--- config.mk ---
export PLATFORM = sky130hd
export DESIGN_NAME = counter_seq_ctrl
export DESIGN_NICKNAME = d
export VERILOG_FILES = /design/src/rtl/counter_seq_ctrl.sv
export SDC_FILE = /design/constraint.sdc
export NUM_CORES = 1
export LEC_CHECK = 0
export BUFFER_PORTS_ARGS = -buffer_cell sky130_fd_sc_hd__clkbuf_2
export CORE_UTILIZATION = 45
export DETAILED_ROUTE_END_ITERATION = 6
export PLACE_DENSITY = 0.71
export SYNTH_ARGS = -nofsm -noshare
export SYNTH_HDL_FRONTEND = slang
export SYNTH_SLANG_ARGS = --single-unit
export TNS_END_PERCENT = 30
--- constraint.sdc ---
create_clock -name aclk -period 3.2 [get_ports aclk]
set_input_delay 0.16 -clock aclk [delete_from_list [all_inputs] [get_ports aclk]]
set_output_delay 0.16 -clock aclk [all_outputs]
set_load 0.02 [all_outputs]
--- src/rtl/counter_seq_ctrl.sv ---
`default_nettype none
// ============================================================================
//  Module      : counter_seq_ctrl
//  Description : Command-driven sequencer for an up/down counter. Each
//                accepted command reloads the counter, enables it for an
//                exact number of cycles, holds for a pause and then reports
//                the final count with a one-cycle done pulse.
//  Options     : COUNTER_SEQ_CHECK_EN - when defined, the final count is
//                compared with start +/- len and a sticky err flag is kept.
//  Revision    : 1.0 - initial release
// ============================================================================
module counter_seq_ctrl #(
  parameter int WIDTH   = 8,
  parameter int LEN_W   = 8,
  parameter int PAUSE_W = 8
) (
  input  logic               aclk,
  input  logic               aresetn,
  // command port
  input  logic               cmd_valid,
  output logic               cmd_ready,
  input  logic [WIDTH-1:0]   cmd_start,
  input  logic               cmd_dir,
  input  logic [LEN_W-1:0]   cmd_len,
  input  logic [PAUSE_W-1:0] cmd_pause,
  input  logic               abort,
  // counter instance controls
  output logic               ctr_aresetn,
  output logic               ctr_enable,
  output logic               ctr_inc_dec,
  output logic [WIDTH-1:0]   ctr_start_value,
  input  logic [WIDTH-1:0]   count_out,
  // status
  output logic               busy,
  output logic               done,
  output logic [WIDTH-1:0]   final_value,
  output logic               err
);

  // One down-counter serves both the run and the pause phase.
  localparam int CNT_W = (LEN_W > PAUSE_W) ? LEN_W : PAUSE_W;

  typedef enum logic [2:0] {
    S_IDLE  = 3'd0,
    S_LOAD  = 3'd1,
    S_RUN   = 3'd2,
    S_PAUSE = 3'd3,
    S_DONE  = 3'd4
  } state_t;

  state_t             state;
  state_t             state_nxt;
  logic [CNT_W-1:0]   cnt;
  logic [CNT_W-1:0]   cnt_nxt;
  logic [LEN_W-1:0]   len_q;
  logic [PAUSE_W-1:0] pause_q;
  logic               accept;

  assign cmd_ready = (state == S_IDLE);
  assign busy      = (state != S_IDLE);
  assign accept    = cmd_valid & cmd_ready;

  // Next-state and phase-length logic; a zero-length run or pause phase is
  // skipped entirely so the done pulse lands at T+2+len+pause.
  always_comb begin
    state_nxt = state;
    cnt_nxt   = cnt;
    case (state)
      S_IDLE: begin
        if (cmd_valid) begin
          state_nxt = S_LOAD;
        end
      end
      S_LOAD: begin
        if (abort) begin
          state_nxt = S_IDLE;
        end else if (len_q != '0) begin
          state_nxt = S_RUN;
          cnt_nxt   = CNT_W'(len_q);
        end else if (pause_q != '0) begin
          state_nxt = S_PAUSE;
          cnt_nxt   = CNT_W'(pause_q);
        end else begin
          state_nxt = S_DONE;
        end
      end
      S_RUN: begin
        if (abort) begin
          state_nxt = S_IDLE;
        end else if (cnt == CNT_W'(1)) begin
          if (pause_q != '0) begin
            state_nxt = S_PAUSE;
            cnt_nxt   = CNT_W'(pause_q);
          end else begin
            state_nxt = S_DONE;
          end
        end else begin
          cnt_nxt = cnt - CNT_W'(1);
        end
      end
      S_PAUSE: begin
        if (abort) begin
          state_nxt = S_IDLE;
        end else if (cnt == CNT_W'(1)) begin
          state_nxt = S_DONE;
        end else begin
          cnt_nxt = cnt - CNT_W'(1);
        end
      end
      S_DONE: begin
        state_nxt = S_IDLE;
      end
      default: begin
        state_nxt = S_IDLE;
      end
    endcase
  end

  // State register and phase down-counter.
  always_ff @(posedge aclk or negedge aresetn) begin
    if (!aresetn) begin
      state <= S_IDLE;
      cnt   <= '0;
    end else begin
      state <= state_nxt;
      cnt   <= cnt_nxt;
    end
  end

  // Latch the phase lengths on the accept cycle; the command bus is free after.
  always_ff @(posedge aclk or negedge aresetn) begin
    if (!aresetn) begin
      len_q   <= '0;
      pause_q <= '0;
    end else if (accept) begin
      len_q   <= cmd_len;
      pause_q <= cmd_pause;
    end
  end

  // Counter controls are registered from the next state so they are
  // glitch-free and line up exactly with the LOAD and RUN cycles.
  always_ff @(posedge aclk or negedge aresetn) begin
    if (!aresetn) begin
      ctr_aresetn     <= 1'b0;
      ctr_enable      <= 1'b0;
      ctr_inc_dec     <= 1'b0;
      ctr_start_value <= '0;
    end else begin
      ctr_aresetn <= (state_nxt != S_LOAD);
      ctr_enable  <= (state_nxt == S_RUN);
      if (accept) begin
        ctr_start_value <= cmd_start;
        ctr_inc_dec     <= cmd_dir;
      end
    end
  end

  // Completion pulse during DONE and capture of the count seen in DONE.
  always_ff @(posedge aclk or negedge aresetn) begin
    if (!aresetn) begin
      done        <= 1'b0;
      final_value <= '0;
    end else begin
      done <= (state_nxt == S_DONE);
      if (state == S_DONE) begin
        final_value <= count_out;
      end
    end
  end

`ifdef COUNTER_SEQ_CHECK_EN
  logic [WIDTH-1:0] len_ext;
  logic [WIDTH-1:0] expected;

  // start and direction are still held on the counter outputs in DONE.
  assign len_ext  = WIDTH'(len_q);
  assign expected = ctr_inc_dec ? (ctr_start_value - len_ext)
                                : (ctr_start_value + len_ext);

  // Sticky mismatch flag; cleared only when the next command is accepted.
  always_ff @(posedge aclk or negedge aresetn) begin
    if (!aresetn) begin
      err <= 1'b0;
    end else if (accept) begin
      err <= 1'b0;
    end else if ((state == S_DONE) && (count_out != expected)) begin
      err <= 1'b1;
    end
  end
`else
  assign err = 1'b0;
`endif

endmodule
`default_nettype wire

Word-level counts from Yosys, hierarchy flattened
Cells that the tools add are included.
- multiplexer cells: 17
- equal/unequal tests: 12
- bitwise gates (word level): 1
- add/subtract/negate cells: 1
- shift-type cells: 0
- $lt $le $gt $ge: 0
- reductions and logical operators: 6
- multipliers: 0
- div/mod/pow operators: 0
- operators by type and width (kind ; number):
    $mux W8 ; 7
    $mux W3 ; 8
    $pmux W8 S3 ; 1
    $reduce_bool A8 Y1 ; 2
    $pmux W3 S4 ; 1
    $eq A3 B2 Y1 const B ; 3
    $eq A8 B1 Y1 const B ; 1
    $ne A2 B2 Y1 const B ; 4
    $sub A8 B1 Y8 const B ; 1
    $eq A3 B3 Y1 const B ; 2
    $reduce_bool A3 Y1 ; 2
    $reduce_and A5 Y1 ; 1
    $eq A3 B1 Y1 const B ; 1
    $logic_not A3 Y1 ; 1
    $ne A3 B1 Y1 const B ; 1
    $and A1 B1 Y1 ; 1
- output and inout bits: 23
- memories: 0
- word-level logic and storage cells: 47
- bits in writable memories: 0
- input port bits: 37
- flip-flop bits (word level): 47
- bits in read-only memories: 0
- latch bits: 0

Depth between registers and ports, before layout
- word-level depth: 6
- mapped depth: 8

Worst setup path after synthesis
OpenSTA, ideal clock, no wires.
- path type: register to register
- start point: register cnt[1]
- end point: register cnt[0]
- path slack: 1.007 ns
- clock period less this slack: 2.193 ns
- data required time: 3.075 ns
- library setup time: 0.125 ns
- data arrival time: 2.068 ns
- buffers on the path: 0
- cell stages (with the launch flop): 9
- cell sequence: dfrtp_1 > inv_1 > ha_1 > nor3b_2 > nand4_2 > a221oi_4 > nor3b_4 > nor2_8 > mux2_4
- longest elaborated chain between the ends: 4
- RTL lines (what ; line ; RTL):
    start: declaration ; 53 ; logic [CNT_W-1:0] cnt;
    start signal: assignment ; 126 ; cnt <= cnt_nxt;
    $eq A8 B1 Y1 (*) ; 90, 104 ;
    $mux W8 ; 90 ; end else if (cnt == CNT_W'(1)) begin
    $mux W8 ; 88 ; if (abort) begin
    $pmux W8 S3 ; 68 ; case (state)
Mark *: on every way between the ends. The rest lies on a longest branch, timed or not. The select of a mux whose other input is x is not followed.
A chain may end at the register's enable or synchronous reset.

Final worst setup path
- start point: register cnt[1]
- end point: register cnt[1]
- longest elaborated chain between the ends: 4
- RTL lines (what ; line):
    $sub A8 B1 Y8, or another cell as far along ; 98, 107
    $mux W8, on equally long branches (2 in a row) ; --
    $pmux W8 S3 ; 68
Parallel ways exist; a longest one is shown, timed or not. The select of a mux whose other input is x is not followed.

==> results.toml <==
[synthesis]
yosys-top-cells-area = "dfrtp_1 (49%), nand2_1 (13%), mux2_2 (3.7%)"
synthXorXnorAreaFrac_pct = 0.725
synthTopCellsByCount = "nand2_1 (82), dfrtp_1 (47), nor2_1 (11)"
synth_mux_area_share_pct = 5.38
synthesis.nets = 291
synthAdderAreaFrac_pct = 1.04
synth.most_common_cell = "nand2_1"
synthArstFlopShare_pct = 100
synth_compound_gate_area_share_pct = 14.5
yosys_register_bits = 47
synth_edf_count = 0
netlist_instances = 252
synth_top_family_by_area = "simple AND/OR/NAND/NOR gates"
synth.distinct_cells = 52
synth.largest_area_cell = "dfrtp_1"
synthSimpleGateAreaFrac_pct = 27.0
ys_seq_area_share_pct = 48.7
avgSynthCellArea_um2 = 9.59
synth.top_cell.area_share_pct = 48.7
ys.flop_type = "dfrtp_1"
synth_area_um2 = 2420
ys_warn_count = 0

[route]
totalWireLength_mm = 5.55
wl_per_cell_um = 14.5
dr.pass1.iters = 5
viasPerCell = 5.31
drcViolationCount = 0
ant_nets = 0
vias = 2034
drt_iter0_markers = 150

[clocking]
clock_latency_ps = 300
clk_pin_slew_ps = 90
numCtsBuffers = 5
cts_setup_buffers = 0
htreeDepth = 2
cts-root-buf = "clkbuf_8"
clkSinkCount = 47
clk_path_buf_depth = 2
hold_buffers = 1
cts-resized-gates = 0
tritoncts = "yes"

[worst_setup_path]
path_max_fanout = 8
path_class = "reg -> reg"
cp_data_arrival_time_ps = 2740
crit_chain = "inv_1, ha_1, nor3b_2, nand4_2, a221oi_4, nor3b_4, nor2_8, mux2_4"
cp-start-kind = "flop"
slowest_delay_ps = 480
worst_setup_path_end_kind = "flop"
cp.required_ps = 3400
cp_slowest_cell = "nor3b_2"

[grt]
grtUsageTotal_pct = 22.2
grt_pass1_vias = 1933
grt_pass1_wl_mm = 9.34
overflow = 0
grt_antenna_before_repair = 0
grt_max_degree = 29

[placed_design]
numPortBuffers = 58
dp_hpwl_mm = 4.05
placed_area_um2 = 2780
place.gp.congestion = 0.925

[sta]
slew_headroom_pct = 51.3
rsz0062_at_grt = "no"
drv_slew = 0
tightestPinTransition_ps = 730
fin_crit_sh_pct = 79.5
fin_skew_ps = 8.06
tns_ps = 0
setup_viol = 0
finalHoldViolCount = 0
period_needed_ps = 2540
max_freq_mhz = 393

[layout]
n_antenna_cell = 0
final_area_um2 = 2880
fill_cells = 474
layout.nets = 351
drive_gt1_share_pct = 30.0
areaGrowthSynthToFinish_pct = 19.2

[die]
die_w_um = 75.3
io_pins = 60
die-area_um2 = 5670
start_util_pct = 47.0
coreArea_um2 = 5140
die_h_um = 75.3
rows = 26

[power]
power.density_nw_per_um2 = 907
p_leak_uw = 0.00145
vdd_ir_drop_max_mv = 0.518

[status]
status = "completed"

[flow_run]
maxCapViolCount = 0

[hold_path]
worstHoldPathType = "in -> reg"
-- placed cells by master, fill, tap and decap left out, types with 3 or more instances in the layout --
cell type / count
a21oi_1: 8
a31oi_1: 3
and2_1: 3
buf_4: 3
clkbuf_2: 58
clkbuf_8: 5
dfrtp_1: 47
inv_1: 6
mux2_2: 8
nand2_1: 82
nand2b_1: 4
nor2_1: 11
nor3_1: 4
nor3b_1: 3
nor4_2: 3
o21a_1: 4
o21ai_0: 8
o22a_1: 3
o31ai_1: 3
-- final timing paths --
path / start / endpoint / slack, ps / depth (start not counted)
max: cnt[1] / cnt[1] / 660 / 8
min: cmd_start[6] / ctr_start_value[6] / 40 / 3
max reg2reg: cnt[1] / cnt[1] / 660 / 8
min reg2reg: ctr_start_value[2] / ctr_start_value[2] / 480 / 2
max in group asynchronous: aresetn / final_value[1] / 2080 / 3
min in group asynchronous: aresetn / state[0] / 370 / 2
-- power breakdown --
| part | switching, uW | internal, uW |
|---|---|---|
| registers | 280 | 821 |
| logic | 664 | 472 |
| clock network | 218 | 158 |
| total | 1160 | 1450 |
-- sequential cells by signal, indices dropped and copies added, names as in the netlist --
name             flops
cnt                  8
pause_q              8
ctr_enable           1
done                 1
ctr_inc_dec          1
state                3
ctr_start_value      8
final_value          8
len_q                8
ctr_aresetn          1
-- through the flow --
step           std cells  setup WS, ps  hold slack, ps  power, uW  utilization [%]
2_1_floorplan        252          1010            -136       1890                -
3_3_place_gp         374           739             193       2220             54.1
3_5_place_dp         374           703             190       2240             54.1
4_1_cts              383           696            35.5       2610             56.0
5_1_grt              383           542            40.1       2820             56.0
6_report             383           657            39.3       2610             56.0
-- logic make-up after synthesis --
group           count (synthesis)
mux                            11
buf+inv                        15
compound gates                 46
fa+ha+maj                       2
flops                          47
other cells                     1
simple gates                  128
xor+xnor                        2
-- worst max-delay path: cells and delay by family, from the launching register on --
| family | cells | cell delay [ps] |
|---|---|---|
| compound gates | 1 | 360 |
| mux | 1 | 310 |
| fa+ha+maj | 1 | 180 |
| flops | 1 | 430 |
| buf+inv | 1 | 90 |
| simple gates | 4 | 1050 |
-- layer usage --
layer	up-vias	wire length (um)	global-route usage (%)
met2	82	2610	33.7
met4	0	64	8.64
met1	947	2520	31.4
met3	9	353	4.76
li1	996	-	-
met5	-	0	0
-- cell type report --
class	count	area, um^2	share of cell area, %
Sequential cell	47	1180	40.8
Multi-Input combinational cell	190	1180	41.0
Tap cell	70	87.6	3.04
Clock buffer	5	68.8	2.39
Clock inverter	3	22.5	0.782
Timing Repair Buffer	62	323	11.2
Inverter	6	22.5	0.782
Power figures use the tool's default switching activity.
